[src/rtl/mxregs_ctx_pkg.sv]
// mxregs_pkg: shared command/state encodings, register indices and load decode codes for mxregs_ctx
package mxregs_pkg;
  typedef enum logic [1:0] {OP_NOP = 2'b00, OP_PUSH = 2'b01, OP_POP = 2'b10, OP_SWAP = 2'b11} ctx_op_t;
  typedef enum logic [1:0] {ST_IDLE = 2'd0, ST_PUSH = 2'd1, ST_POP = 2'd2, ST_DONE = 2'd3} ctx_state_t;
  localparam int IDX_A     = 0;
  localparam int IDX_X     = 1;
  localparam int IDX_Y     = 2;
  localparam int IDX_D     = 3;
  localparam int IDX_B     = 4;
  localparam int IDX_C     = 5;
  localparam int IDX_INSP  = 6;
  localparam int IDX_FLAGS = 7;
  localparam int IDX_SA    = 8;
  localparam int IDX_SX    = 9;
  localparam int IDX_SY    = 10;
  localparam int IDX_SD    = 11;
  localparam int IDX_R0    = 12;
  localparam int IDX_R1    = 13;
  localparam int IDX_R2    = 14;
  localparam int IDX_R3    = 15;
  localparam logic [7:0] LD_FLAGS_A = 8'h10;
  localparam logic [7:0] LD_FLAGS_X = 8'h11;
  localparam logic [7:0] LD_FLAGS_Y = 8'h12;
  localparam logic [7:0] LD_FLAGS_D = 8'h13;
  localparam logic [7:0] LD_R2_INSP = 8'h80;
endpackage

[src/rtl/mxregs_ctx_stack.sv]
// mxregs_ctx_stack: LIFO frame memory, one write port by frame/slot and a combinational read port
module mxregs_ctx_stack #(
  parameter int WORD_LENGTH = 8,
  parameter int CTX_REGS    = 8,
  parameter int CTX_DEPTH   = 4,
  parameter int FW          = (CTX_DEPTH > 1) ? $clog2(CTX_DEPTH) : 1,
  parameter int SW          = (CTX_REGS > 1) ? $clog2(CTX_REGS) : 1
) (
  input  logic                   clk,
  input  logic                   i_we,
  input  logic [FW-1:0]          i_wr_frame,
  input  logic [SW-1:0]          i_wr_slot,
  input  logic [WORD_LENGTH-1:0] i_wdata,
  input  logic [FW-1:0]          i_rd_frame,
  input  logic [SW-1:0]          i_rd_slot,
  output logic [WORD_LENGTH-1:0] o_rdata
);
  logic [WORD_LENGTH-1:0] r_mem [CTX_DEPTH][CTX_REGS];
  // frame contents survive reset; only the level in the parent tracks validity
  always_ff @(posedge clk)
    if (i_we) r_mem[i_wr_frame][i_wr_slot] <= i_wdata;
  assign o_rdata = r_mem[i_rd_frame][i_rd_slot];
endmodule

[src/rtl/mxregs_ctx.sv]
// mxregs_ctx: register bank with load decoder and context stack; MXREGS_CTX_SWAP_EN enables SWAP with shadow regs 8..11
module mxregs_ctx
  import mxregs_pkg::*;
#(
  parameter int WORD_LENGTH = 8,
  parameter int DEPTH       = 16,
  parameter int CTX_REGS    = 8,
  parameter int CTX_DEPTH   = 4,
  parameter int FLAGS_IDX   = 7
) (
  input  logic                                clk,
  input  logic                                rst,
  input  logic [DEPTH*WORD_LENGTH-1:0]        data_line,
  input  logic [7:0]                          load_addr,
  input  logic                                load_en,
  output logic [DEPTH*WORD_LENGTH-1:0]        reg_line,
  input  logic                                ctx_req,
  input  logic [1:0]                          ctx_op,
  output logic                                ctx_busy,
  output logic                                ctx_ack,
  output logic                                ctx_err,
  output logic [$clog2(CTX_DEPTH+1)-1:0]      ctx_level
);
  localparam int LW = $clog2(CTX_DEPTH + 1);
  localparam int FW = (CTX_DEPTH > 1) ? $clog2(CTX_DEPTH) : 1;
  localparam int SW = (CTX_REGS > 1) ? $clog2(CTX_REGS) : 1;
  localparam int IW = $clog2(DEPTH);
  localparam logic [1:0] S_IDLE = ST_IDLE;
  localparam logic [1:0] S_PUSH = ST_PUSH;
  localparam logic [1:0] S_POP  = ST_POP;
  localparam logic [1:0] S_DONE = ST_DONE;
  logic [1:0]             r_state;
  logic [SW-1:0]          r_idx;
  logic [LW-1:0]          r_level;
  logic                   r_err;
  logic [WORD_LENGTH-1:0] r_regs [DEPTH];
  logic [DEPTH-1:0]       w_dec;
  logic                   w_swap;
  logic                   w_last;
  logic [WORD_LENGTH-1:0] w_wdata;
  logic [WORD_LENGTH-1:0] w_rdata;
`ifdef MXREGS_CTX_SWAP_EN
  if (DEPTH < 12) begin : g_depth_chk
    $error("mxregs_ctx: SWAP needs DEPTH >= 12");
  end
  assign w_swap = (r_state == S_IDLE) && ctx_req && (ctx_op == OP_SWAP);
`else
  assign w_swap = 1'b0;
`endif
  assign w_last    = r_idx == SW'(CTX_REGS - 1);
  assign w_wdata   = r_regs[IW'(r_idx)];
  assign ctx_busy  = r_state != S_IDLE;
  assign ctx_ack   = r_state == S_DONE;
  assign ctx_err   = ctx_ack && r_err;
  assign ctx_level = r_level;
  for (genvar g = 0; g < DEPTH; g++) begin : g_out
    assign reg_line[g*WORD_LENGTH +: WORD_LENGTH] = r_regs[g];
  end
  mxregs_ctx_stack #(
    .WORD_LENGTH(WORD_LENGTH), .CTX_REGS(CTX_REGS), .CTX_DEPTH(CTX_DEPTH)
  ) u_stack (
    .clk(clk),
    .i_we(r_state == S_PUSH),
    .i_wr_frame(r_level[FW-1:0]),
    .i_wr_slot(r_idx),
    .i_wdata(w_wdata),
    .i_rd_frame(FW'(r_level - 1'b1)),
    .i_rd_slot(r_idx),
    .o_rdata(w_rdata)
  );
  // load decoder: direct indices first, paired FLAGS codes and R2/INSP only above the direct range
  always_comb begin
    w_dec = '0;
    for (int i = 0; i < DEPTH; i++)
      w_dec[i] = load_en && ((int'(load_addr) < DEPTH) ? int'(load_addr) == i :
        ((load_addr inside {[LD_FLAGS_A:LD_FLAGS_D]}) && (i == FLAGS_IDX || i == int'(load_addr) - 16)) ||
        (load_addr == LD_R2_INSP && DEPTH > 14 && (i == IDX_R2 || i == IDX_INSP)));
  end
  // register array: swap exchange, then pop restore, then decoded load in priority order
  always_ff @(posedge clk)
    for (int i = 0; i < DEPTH; i++)
      if (rst) r_regs[i] <= '0;
      else if (w_swap && (i < 4 || (i >= 8 && i < 12))) r_regs[i] <= r_regs[(i < 4) ? i + 8 : i - 8];
      else if (r_state == S_POP && i < CTX_REGS && r_idx == SW'(i)) r_regs[i] <= w_rdata;
      else if (w_dec[i]) r_regs[i] <= data_line[i*WORD_LENGTH +: WORD_LENGTH];
  // context FSM: one slot per cycle, rejected commands go straight to the ack state with err
  always_ff @(posedge clk)
    if (rst) begin
      r_state <= S_IDLE;
      r_idx   <= '0;
      r_level <= '0;
      r_err   <= 1'b0;
    end else case (r_state)
      S_IDLE: begin
        r_idx <= '0;
        r_err <= 1'b0;
        if (ctx_req && ctx_op != OP_NOP) begin
          if (w_swap) r_state <= S_DONE;
          else if (ctx_op == OP_PUSH && r_level < LW'(CTX_DEPTH)) r_state <= S_PUSH;
          else if (ctx_op == OP_POP && r_level != '0) r_state <= S_POP;
          else begin
            r_state <= S_DONE;
            r_err   <= 1'b1;
          end
        end
      end
      S_PUSH, S_POP: begin
        r_idx <= r_idx + 1'b1;
        if (w_last) begin
          r_state <= S_DONE;
          r_level <= (r_state == S_PUSH) ? r_level + 1'b1 : r_level - 1'b1;
        end
      end
      default: r_state <= S_IDLE;
    endcase
endmodule
[config.mk]
export PLATFORM = sky130hd
export DESIGN_NAME = mxregs_ctx
export DESIGN_NICKNAME = d
export VERILOG_FILES = /design/src/rtl/mxregs_ctx_pkg.sv /design/src/rtl/mxregs_ctx_stack.sv /design/src/rtl/mxregs_ctx.sv
export SDC_FILE = /design/constraint.sdc
export NUM_CORES = 1
export LEC_CHECK = 0
export ABC_AREA = 1
export CAP_MARGIN = 25
export CORE_MARGIN = 3
export CORE_UTILIZATION = 54
export CTS_BUF_LIST = sky130_fd_sc_hd__clkbuf_8 sky130_fd_sc_hd__clkbuf_16
export DETAILED_ROUTE_END_ITERATION = 16
export MAX_ROUTING_LAYER = met4
export PLACE_DENSITY_LB_ADDON = 0.15
export SETUP_SLACK_MARGIN = 0.2
export SLEW_MARGIN = 5
export SYNTH_ARGS = -nofsm -noshare
export SYNTH_HDL_FRONTEND = slang
export SYNTH_SLANG_ARGS = --single-unit
export TNS_END_PERCENT = 10
[constraint.sdc]
create_clock -name clk -period 2.8 [get_ports clk]
set_input_delay 0.56 -clock clk [delete_from_list [all_inputs] [get_ports clk]]
set_output_delay 0.56 -clock clk [all_outputs]
set_load 0.02 [all_outputs]
# Word-level counts from Yosys, hierarchy flattened
# Memory sizes are Yosys's and may differ from the RTL's. A register that Yosys moved wholly into a read port is not among the register bits.
# Cells that the tools add are included.
# op_classes
n_addsub	4
n_mul	0
n_div	0
order_cmp	6
n_eq_ne	44
n_shift	0
mux	141
bitwise	25
reduce_logical	58
# ops
cell	count
8-bit two-way mux	27
1-bit two-way mux	103
5-bit by 9-bit equality test with 1-bit output, first input constant	8
8-bit by 5-bit equality test with 1-bit output, second input constant	8
64-bit two-way mux	1
1-bit logical AND	45
8-bit by 4-bit equality test with 1-bit output, second input constant	4
32-bit logical NOT	1
4-bit by 9-bit equality test with 1-bit output, first input constant	3
8-bit binary-select mux with 3-bit select	1
8-bit demux with 3-bit select	1
1-bit OR	24
3-bit by 9-bit equality test with 1-bit output, first input constant	2
8-bit by 3-bit equality test with 1-bit output, second input constant	2
3-bit equality test, second input constant	4
2-bit by 9-bit equality test with 1-bit output, first input constant	1
8-bit by 5-bit subtractor with 9-bit output, second input constant	1
8-bit by 2-bit equality test with 1-bit output, second input constant	1
8-bit equality test, second input constant	1
8-bit by 5-bit greater-or-equal comparator with 1-bit output, second input constant	1
8-bit by 5-bit less-or-equal comparator with 1-bit output, second input constant	1
8-bit logical NOT	1
8-bit by 5-bit < comparator with 1-bit output, second input constant	1
4-bit two-way mux	2
other kinds (22)	34
# word_totals
regBits	9
latch_bits	0
ram_bits	384
mem_bits_ro	0
memories	2
# memory_table
name	depth	width	read_ports	rd_ports_with_merged_regs	wr	line_no	source
u_stack.r_mem	4	64	1	0	1	mxregs_ctx_stack.sv:18	logic [WORD_LENGTH-1:0] r_mem [CTX_DEPTH][CTX_REGS];
r_regs	16	8	17	1	16	mxregs_ctx.sv:36	logic [WORD_LENGTH-1:0] r_regs [DEPTH];

# Depth between registers and ports, before layout
# logic_depth
depth_word	11
mapped_depth	15

# By module
# A second synthesis with hierarchy kept.
# hier_totals
cells_unflattened	1711
area_unflattened_um2	17634.4
# modules_own_cells
module	n_inst	cells_each	area_each_um2
mxregs_ctx_stack	1	922	10641.5
mxregs_ctx	1	789	6993.0

# Worst setup path before layout
# OpenSTA, ideal clock, no wires.
# synth_path
kind	reg-to-reg
from	register r_level[0], in the netlist ctx_level[0]
to	memory r_regs[0][5], data pin
arrival_ps	2153
t_required_ps	2547
setup_slack_ps	394
stages_incl_launch_ff	16
path_buffers	3
path_cell_list	dfxtp_1 inv_2 buf_4 buf_2 ha_1 inv_1 clkbuf_1 nor2_1 o21ai_0 nand2_1 nand2_1 nand2_1 nor2_1 nand2_2 nand2_1 nand2_1
# synth_lines
item	line_no	source
start, declared	mxregs_ctx.sv:34	logic [LW-1:0] r_level;
start signal, assigned	mxregs_ctx.sv:111	r_level <= (r_state == S_PUSH) ? r_level + 1'b1 : r_level - 1'b1;
end, declared	mxregs_ctx.sv:36	

# Worst setup path in the final report
# layout_path
from	register r_state[0]
to	output port ctx_busy
# layout_via
elab_chain_len	1
# layout_lines
item	line_no	source
start, declared	mxregs_ctx.sv:32	logic [1:0] r_state;
start signal, assigned	mxregs_ctx.sv:89	r_state <= S_IDLE;
start signal, assigned	mxregs_ctx.sv:98	if (w_swap) r_state <= S_DONE;
start signal, assigned	mxregs_ctx.sv:99	else if (ctx_op == OP_PUSH && r_level < LW'(CTX_DEPTH)) r_state <= S_PUSH;
2-bit nonzero test	mxregs_ctx.sv:52	assign ctx_busy = r_state != S_IDLE;
end, declared	mxregs_ctx.sv:19	output logic ctx_busy,
# No other way between the ends.

==> metrics.txt <==
Max clock buf depth 3; period utilization 91.9%; Site Rows 66; slew margin rel. 44.2%; skew final 15.8 ps; Setup-failing EPs final 0; part of the power in registers 46.0%; number of synthesized flops with an enable pin 384; Die H 189 um; clock share of power 32.2%; unrepaired setup endpoints after global routing yes; outcome complete, no violations; via/cell ratio 5.30; sequential area share after synthesis 65.4%; CTS Root Cell clkbuf_16; leading cell types in the layout, fill and taps excluded 568 x nand2_1, 384 x edfxtp_1, 276 x inv_1; Vias 14044; critical path endpoint category output port; synth unique cells 33; Min Hold Slack 507 ps; Sink Count 396; switch share 29.6%; min Tclk post-route 2570 ps; Yosys reg bits 396; cell taking the most area after synthesis edfxtp_1; DP Wirelength 34600 um; cells after synthesis 1860; DRT Wirelength 50800 um; Async SR Flop Fraction 0%; synthesis-to-finish area growth 27.2%; cts hold-fix bufs 0; Synth top area share 64.0%; Mean Syn Cell Area 9.68 um2; Final nets 2334; FMAX 0.389 GHz; DRC 0; crit-path max FO 4; Net Sw Power 4950 uW; gpl congestion 0.960; commonest non-fill, non-tap cell in the layout nand2_1; ranking of synthesized cells by area edfxtp_1 64%, nand2_1 12%, inv_1 5.6%, nor2_1 5.2%, nand3_1 4.6%; initial core utilization 55.1%; worst IR drop on VDD 0.722 mV; Post-Syn Nets 2017; routed len/inst 19.2 um; First-pass DRT Iterations 6; ANT nets after route 0; Crit Path Class reg2out; synthesized area 18000 um2; Slew Viols, Final 0; first-pass GRT wire length 77100 um; CP startpoint kind register; Port Buffer Count 275; IO Pins 276; Setup TNS 0 ps; CTS tree done; internal power 11800 uW; Overall Power 16700 uW; vias in the first global route 13571; Num CTS Buffers 42; Crit path required time 2240 ps; P_leak 0.00971 uW; Die W 189 um; Logic pwr share 21.7%; final hold vios 0; Reg2Reg Setup Slack 330 ps; Max-Cap Viols 0; First DRT Iteration DRCs 1474; fraction of layout cells with a size suffix above 1 7.29%; latest clock arrival within the worst-skew pair 540 ps; Worst-Margin Slew 836 ps; initial antenna violation count 1; core area 32700 um2; PD cells 729 nW/um2; Yosys warning total 0; die area 35600 um2; Worst-path clk slew 60 ps; gr usage total 28.9%; largest net degree at the start of global routing 124; CTS HTree Levels 2; Overflow after GRT 0; crit path DAT 2010 ps; hold crit path type reg2reg; top_reg_cell synth edfxtp_1
-- kinds of logic (layout without fill, tap and decap cells) --
kind of cell | Yosys count | after routing | share of synthesized area [%]
DFF | 396 | 396 | 65.4
other | 0 | 1 | 0
AOI/OAI and AO/OA | 90 | 90 | 2.92
and+or+nand+nor | 1012 | 1012 | 22.9
xor gates and xnor gates | 1 | 1 | 0.0486
adders and majority gates | 15 | 15 | 1.04
buffers and inverters | 346 | 695 | 7.73
-- registers in the layout (all words and copies together), names as in the netlist, named ones only --
register and cells:
u_stack.r_mem 256, r_regs 128, ctx_level 3, r_idx 3
r_state 2, r_err 1
-- power by group through the flow --
stage | combinational [uW] | sequential (uW) | clock [uW]
after floorplan | 1560 | 7930 | 0
after global placement | 3530 | 7800 | 0
after detailed placement | 3580 | 7810 | 0
after CTS | 3610 | 7680 | 5440
after global routing | 3860 | 7700 | 5680
final | 3630 | 7690 | 5380
-- stage by stage --
step / setup slack, ps / area, um2 / utilization, % / cells
finish: 227 / 22900 / 70.0 / 2652
global route: 146 / 22900 / 70.0 / 2652
CTS: 224 / 22900 / 70.0 / 2651
detailed placement: 205 / 21500 / 65.8 / 2574
global placement: 236 / 21500 / 65.8 / 2574
floorplan: 394 / 18000 / - / 1860
-- timing repair --
item / 4_1_cts / 5_1_grt
endpoints found under the hold margin: 0 / 0
cloned: 1 / 0
gates resized for setup: 1 / 0
setup endpoints to repair: 1 / 14
buffers inserted: 0 / 0
-- path summary, 6_finish.rpt --
kind,startpoint,to,cells past startpoint
setup / recovery,r_state[0],ctx_busy,4
hold / removal,r_err,r_err,2
setup reg to reg,ctx_level[0],r_regs[5][4],12
hold reg to reg,r_err,r_err,2
-- cell usage after synthesis, types with 3 or more instances --
cell type,number
nand2_1,568
edfxtp_1,384
inv_1,267
nor2_1,249
nand3_1,164
o21ai_0,46
buf_2,27
clkbuf_1,24
o32ai_1,16
ha_1,15
nor2_2,15
a21oi_1,13
dfxtp_1,12
inv_2,11
o21ai_1,10
nand2_2,7
buf_4,6
buf_6,5
buf_1,3
clkinv_1,3
-- worst max-delay path: stages (launching register included) --
cell and delay [ps]:
dfxtp_1 390, inv_1 80, ha_1 230, inv_1 140, clkdlybuf4s50_1 640
-- layer usage --
metal  track usage [%]  wire length, um  part of all wire, %
met2              47.8            24800                   49
met5                 -                0                    0
met1              36.4            19400                   38
met3              5.04             4700                  9.2
met4              10.0             1870                  3.7
-- cell type report --
cell class | count | area, um2
Timing Repair Buffer | 338 | 3330
Sequential cell | 396 | 11800
Tap cell | 442 | 553
Clock inverter | 33 | 260
Inverter | 281 | 1060
Fill cell | 2451 | 9800
Multi-Input combinational cell | 1118 | 4850
Antenna cell | 1 | 2.50
Clock buffer | 43 | 1080
Power figures use the tool's default switching activity.
==> RTL edit 1, RTL diff (config.mk and constraints unchanged) <==
The parameter `FLAGS_IDX` goes from 7 to 5.
--- a/src/rtl/mxregs_ctx.sv
+++ b/src/rtl/mxregs_ctx.sv
@@ -6,7 +6,7 @@
   parameter int DEPTH       = 16,
   parameter int CTX_REGS    = 8,
   parameter int CTX_DEPTH   = 4,
-  parameter int FLAGS_IDX   = 7
+  parameter int FLAGS_IDX   = 5
 ) (
   input  logic                                clk,
   input  logic                                rst,
Formal check against the unedited RTL: not equivalent (Yosys sat finds a counterexample within 4 cycles, from zero or initial values and one cycle with rst high).
==> RTL edit 1 against the unedited design <==
Clock power shrank 2%. Setup slack gained 0.014 ns. Combinational power grew 4%. Sequential share of layout area shrank 0.070 points. Count of clock-buffer cells in the layout shrank 1. Synthesized area is essentially flat. Wire length grew 2.5%. Final area grew 0.14%. Sequential cell count is the same. Total power is essentially flat. Highest routed layer unchanged.
==> RTL edit 1: results (changes against the unedited design) <==
share of layout cells above drive strength 1 7.14% (-0.15 points); minimum clock period 2.56 ns (-0.0144 ns); pre-CTS setup slack 0.137 ns (-0.0674 ns); Util after Layout 70.1% (+0.096 points); Commonest cells post-synth 556 x nand2_1, 384 x edfxtp_1, 271 x inv_1; worst reg2reg startpoint ctx_level[1]$_SDFFE_PP0P_; routability cong. 0.920 (-4.2%); status finished, final reports clean; placed cell areas 21,500 sq um (about the same); CP delay by family, top buffers and inverters; nonclk inv count 280 (-0.36%); Slew HR 49.5% (+5.3 points); total global-route track usage 29.6% (+0.65 points); first-pass GRT wire length 78,300 um (+1.5%); top flop regs u_stack.r_mem (256), r_regs (128); CP max FO 5 (+1); vias per cell 5.32 (+0.37%); routed wire length 52,100 um (+2.5%); Clock buf/inv share 5.62% (-0.22 points); end of the worst register-to-register path r_regs[1][5]$_DFFE_PP_; Hold Worst Slack 0.531 ns (+0.0243 ns); crit path to ctx_err; Seq/Total Area, Yosys 65.4% (about the same); vias in the first global route 13,087 (-3.6%); CP max-delay cell clkdlybuf4s50_1; Layout non-clock buf frac 14.9% (+0.34 points); Leakage 9.69 nW (-0.23%); largest cells by area after synthesis edfxtp_1 64%, nand2_1 12%, inv_1 5.7%; multi-input combinational area share 21.1% (-0.045 points); Unique masters post-synth 41 (+24%); Final nets 2,325 (-0.39%); FF-to-FF setup slack 0.29 ns (-0.04 ns); synthesized area per cell 9.72 sq um (+0.34%); fill cell count 2,412 (-1.6%); maximum VDD drop 0.616 mV (-15%); Worst Clk Skew 0.0191 ns (+0.00331 ns); Port Buffers 275 (unchanged); Multi-Input Combinational 1,110 (-0.72%); DR iter-0 viols 1,570 (+6.5%); n_diodes 1 (unchanged); fraction of registers with async set/reset 0% (unchanged); DP HPWL 34,900 um (+0.77%); Core ar. 32,700 sq um (unchanged); initial antenna violation count 1 (unchanged); CP Launch Point r_state[1]$_SDFFE_PP0P_; routed len/inst 19.7 um (+3.0%); Net Count, Synth 2,010 (-0.35%); clock root cell clkbuf_16
RTL edit 1: cells by family after synthesis:
family	synth area share [%]
flip-flops	65.4
adder cells (fa/ha/maj)	1.04
AND/OR/NAND/NOR	22.7
XOR/XNOR	0.0487
buffers and inverters	7.77
AO/OA/AOI/OAI	3.04
RTL edit 1: timing repair:
action	in CTS	in global routing
pin swaps	0	0
gates resized for setup	1	4
gates cloned	1	1
hold endpoints to repair	0	0
buffers inserted	0	1
setup endpoints to repair	2	29
RTL edit 1: layer usage:
metal  vias up  track usage, %  part of all wire (%)
met4         0            10.7                   3.5
met5         -               -                     0
li1       6610               -                     -
met3       120            5.23                   9.7
met2       780            47.5                    48
met1      6528            38.3                    39
RTL edit 1: worst min-delay path, cell delays in order (launching register included):
cell	delay [ns]
dfxtp_1	0.35
a32oi_1	0.07
nor2_1	0.08
RTL edit 1: where the power goes:
group          total [mW]  switching, mW  internal [mW]
combinational        3.76           2.67           1.08
sequential           7.68          0.126           7.55
clock                5.26           2.25           3.01
total                16.7           5.05           11.6
==> RTL edit 2, RTL diff (same settings) <==
Without the edit above. Make the reset (`rst`) asynchronous in one clocked block.
--- a/src/rtl/mxregs_ctx.sv
+++ b/src/rtl/mxregs_ctx.sv
@@ -84,7 +84,7 @@
       else if (r_state == S_POP && i < CTX_REGS && r_idx == SW'(i)) r_regs[i] <= w_rdata;
       else if (w_dec[i]) r_regs[i] <= data_line[i*WORD_LENGTH +: WORD_LENGTH];
   // context FSM: one slot per cycle, rejected commands go straight to the ack state with err
-  always_ff @(posedge clk)
+  always_ff @(posedge clk or posedge rst)
     if (rst) begin
       r_state <= S_IDLE;
       r_idx   <= '0;
Formal check against the unedited RTL: differs if rst is asserted again (counterexample within 4 cycles, from zero or initial values and one cycle with rst high); with rst held inactive, the same outputs for 4 cycles.
==> RTL edit 2 against the unedited design <==
Wire length grew 4.1%. Setup slack got worse by 0.0082 ns. Synthesized area decreased by 1.1%. Sequential cell count fell by 3. Total power rose by 19%. Final area is 0.58% lower. Final cell count is 4.1% lower. Clock skew rose by 0.0010 ns.
==> RTL edit 2: results (changes against the unedited design) <==
Worst Clk Skew 0.0168 ns (+0.00101 ns); initial antenna violation count 2 (+1); wire length on met3 5360 um (+14%); layout clock buffer count 42 (-2.3%); Clock buf/inv share 5.58% (-0.26 points); fraction of registers with async set/reset 2.29% (+2.3 points); HP Start r_err$_DFFE_PP0P_; status finished, final reports clean; WL met2 25,300 um (+1.7%); maximum VDD drop 0.748 mV (+3.5%); TritonCTS Buffers 40 (-4.8%); DP HPWL 35,200 um (+1.7%); Seq/Total Area, Yosys 66.0% (+0.66 points); Synth Area in XOR/XNOR 0.0984% (+0.050 points); Layout non-clock buf frac 14.9% (+0.38 points); Seq. pwr 8.10 mW (+5.3%); GR Layer Usage met3 6.64% (+1.6 points); number of non-clock buffers 345 (+2.1%); CP Launch Point ctx_level[0]$_DFFE_PP0P_; Final Cell Area 22,800 sq um (-0.58%); DR iter-0 viols 1,739 (+18%); proportion of power drawn by the clock network 26.5% (-5.7 points); Unique masters post-synth 41 (+24%); placed cell areas 21,400 sq um (-0.57%); Slew HR 49.6% (+5.4 points); Final nets 2,236 (-4.2%); crit-path max cell delay 0.68 ns (+0.04 ns); Commonest cells post-synth 487 x nand2_1, 384 x edfxtp_1, 224 x inv_1; R2R cell count 9 (-3); Switching Fraction 35.9% (+6.3 points); met2 layer usage reported by global route 47.5% (-0.30 points); routed via count 14,131 (+0.62%); CP max FO 66 (+62); Net Count, Synth 1,917 (-5.0%); n_diodes 2 (+1); pin count of the biggest net entering global routing 131 (+5.6%); register area 11,800 sq um (-0.12%); end of the worst register-to-register path r_regs[3][3]$_DFFE_PP_; largest cells by area after synthesis edfxtp_1 65%, nand2_1 10%, nand3_1 5.3%; fill cell count 2,382 (-2.8%); Leakage 9.49 nW (-2.2%); FFs & Latches 393 (-0.76%); multi-input combinational area share 21.6% (+0.43 points); nonclk inv count 231 (-18%)
-- RTL edit 2: cell types whose count changed after synthesis, moves of 10 or more --
cell,before,now
nand2_1,568,487
o21ai_1,10,73
inv_1,267,224
nor2_1,249,170
nand3_1,164,190
dfxtp_1,12,0
nand4_1,1,11
o21a_1,1,14
o32ai_1,16,0
-- RTL edit 2: metrics by stage --
stage | instances | hold WS [ns] | setup WS [ns]
floorplan | 1759 | 0.452 | 0.270
finish | 2542 | 0.506 | 0.219
CTS | 2539 | 0.512 | 0.184
detailed placement | 2469 | 0.492 | 0.128
global placement | 2469 | 0.498 | 0.178
global route | 2542 | 0.532 | 0.153
-- RTL edit 2: timing repair --
action | 4_1_cts | 5_1_grt
hold buffers | 0 | 0
resized for setup | 2 | 4
setup endpoints to repair | 10 | 41
pin swaps | 0 | 0
gates cloned | 1 | 1
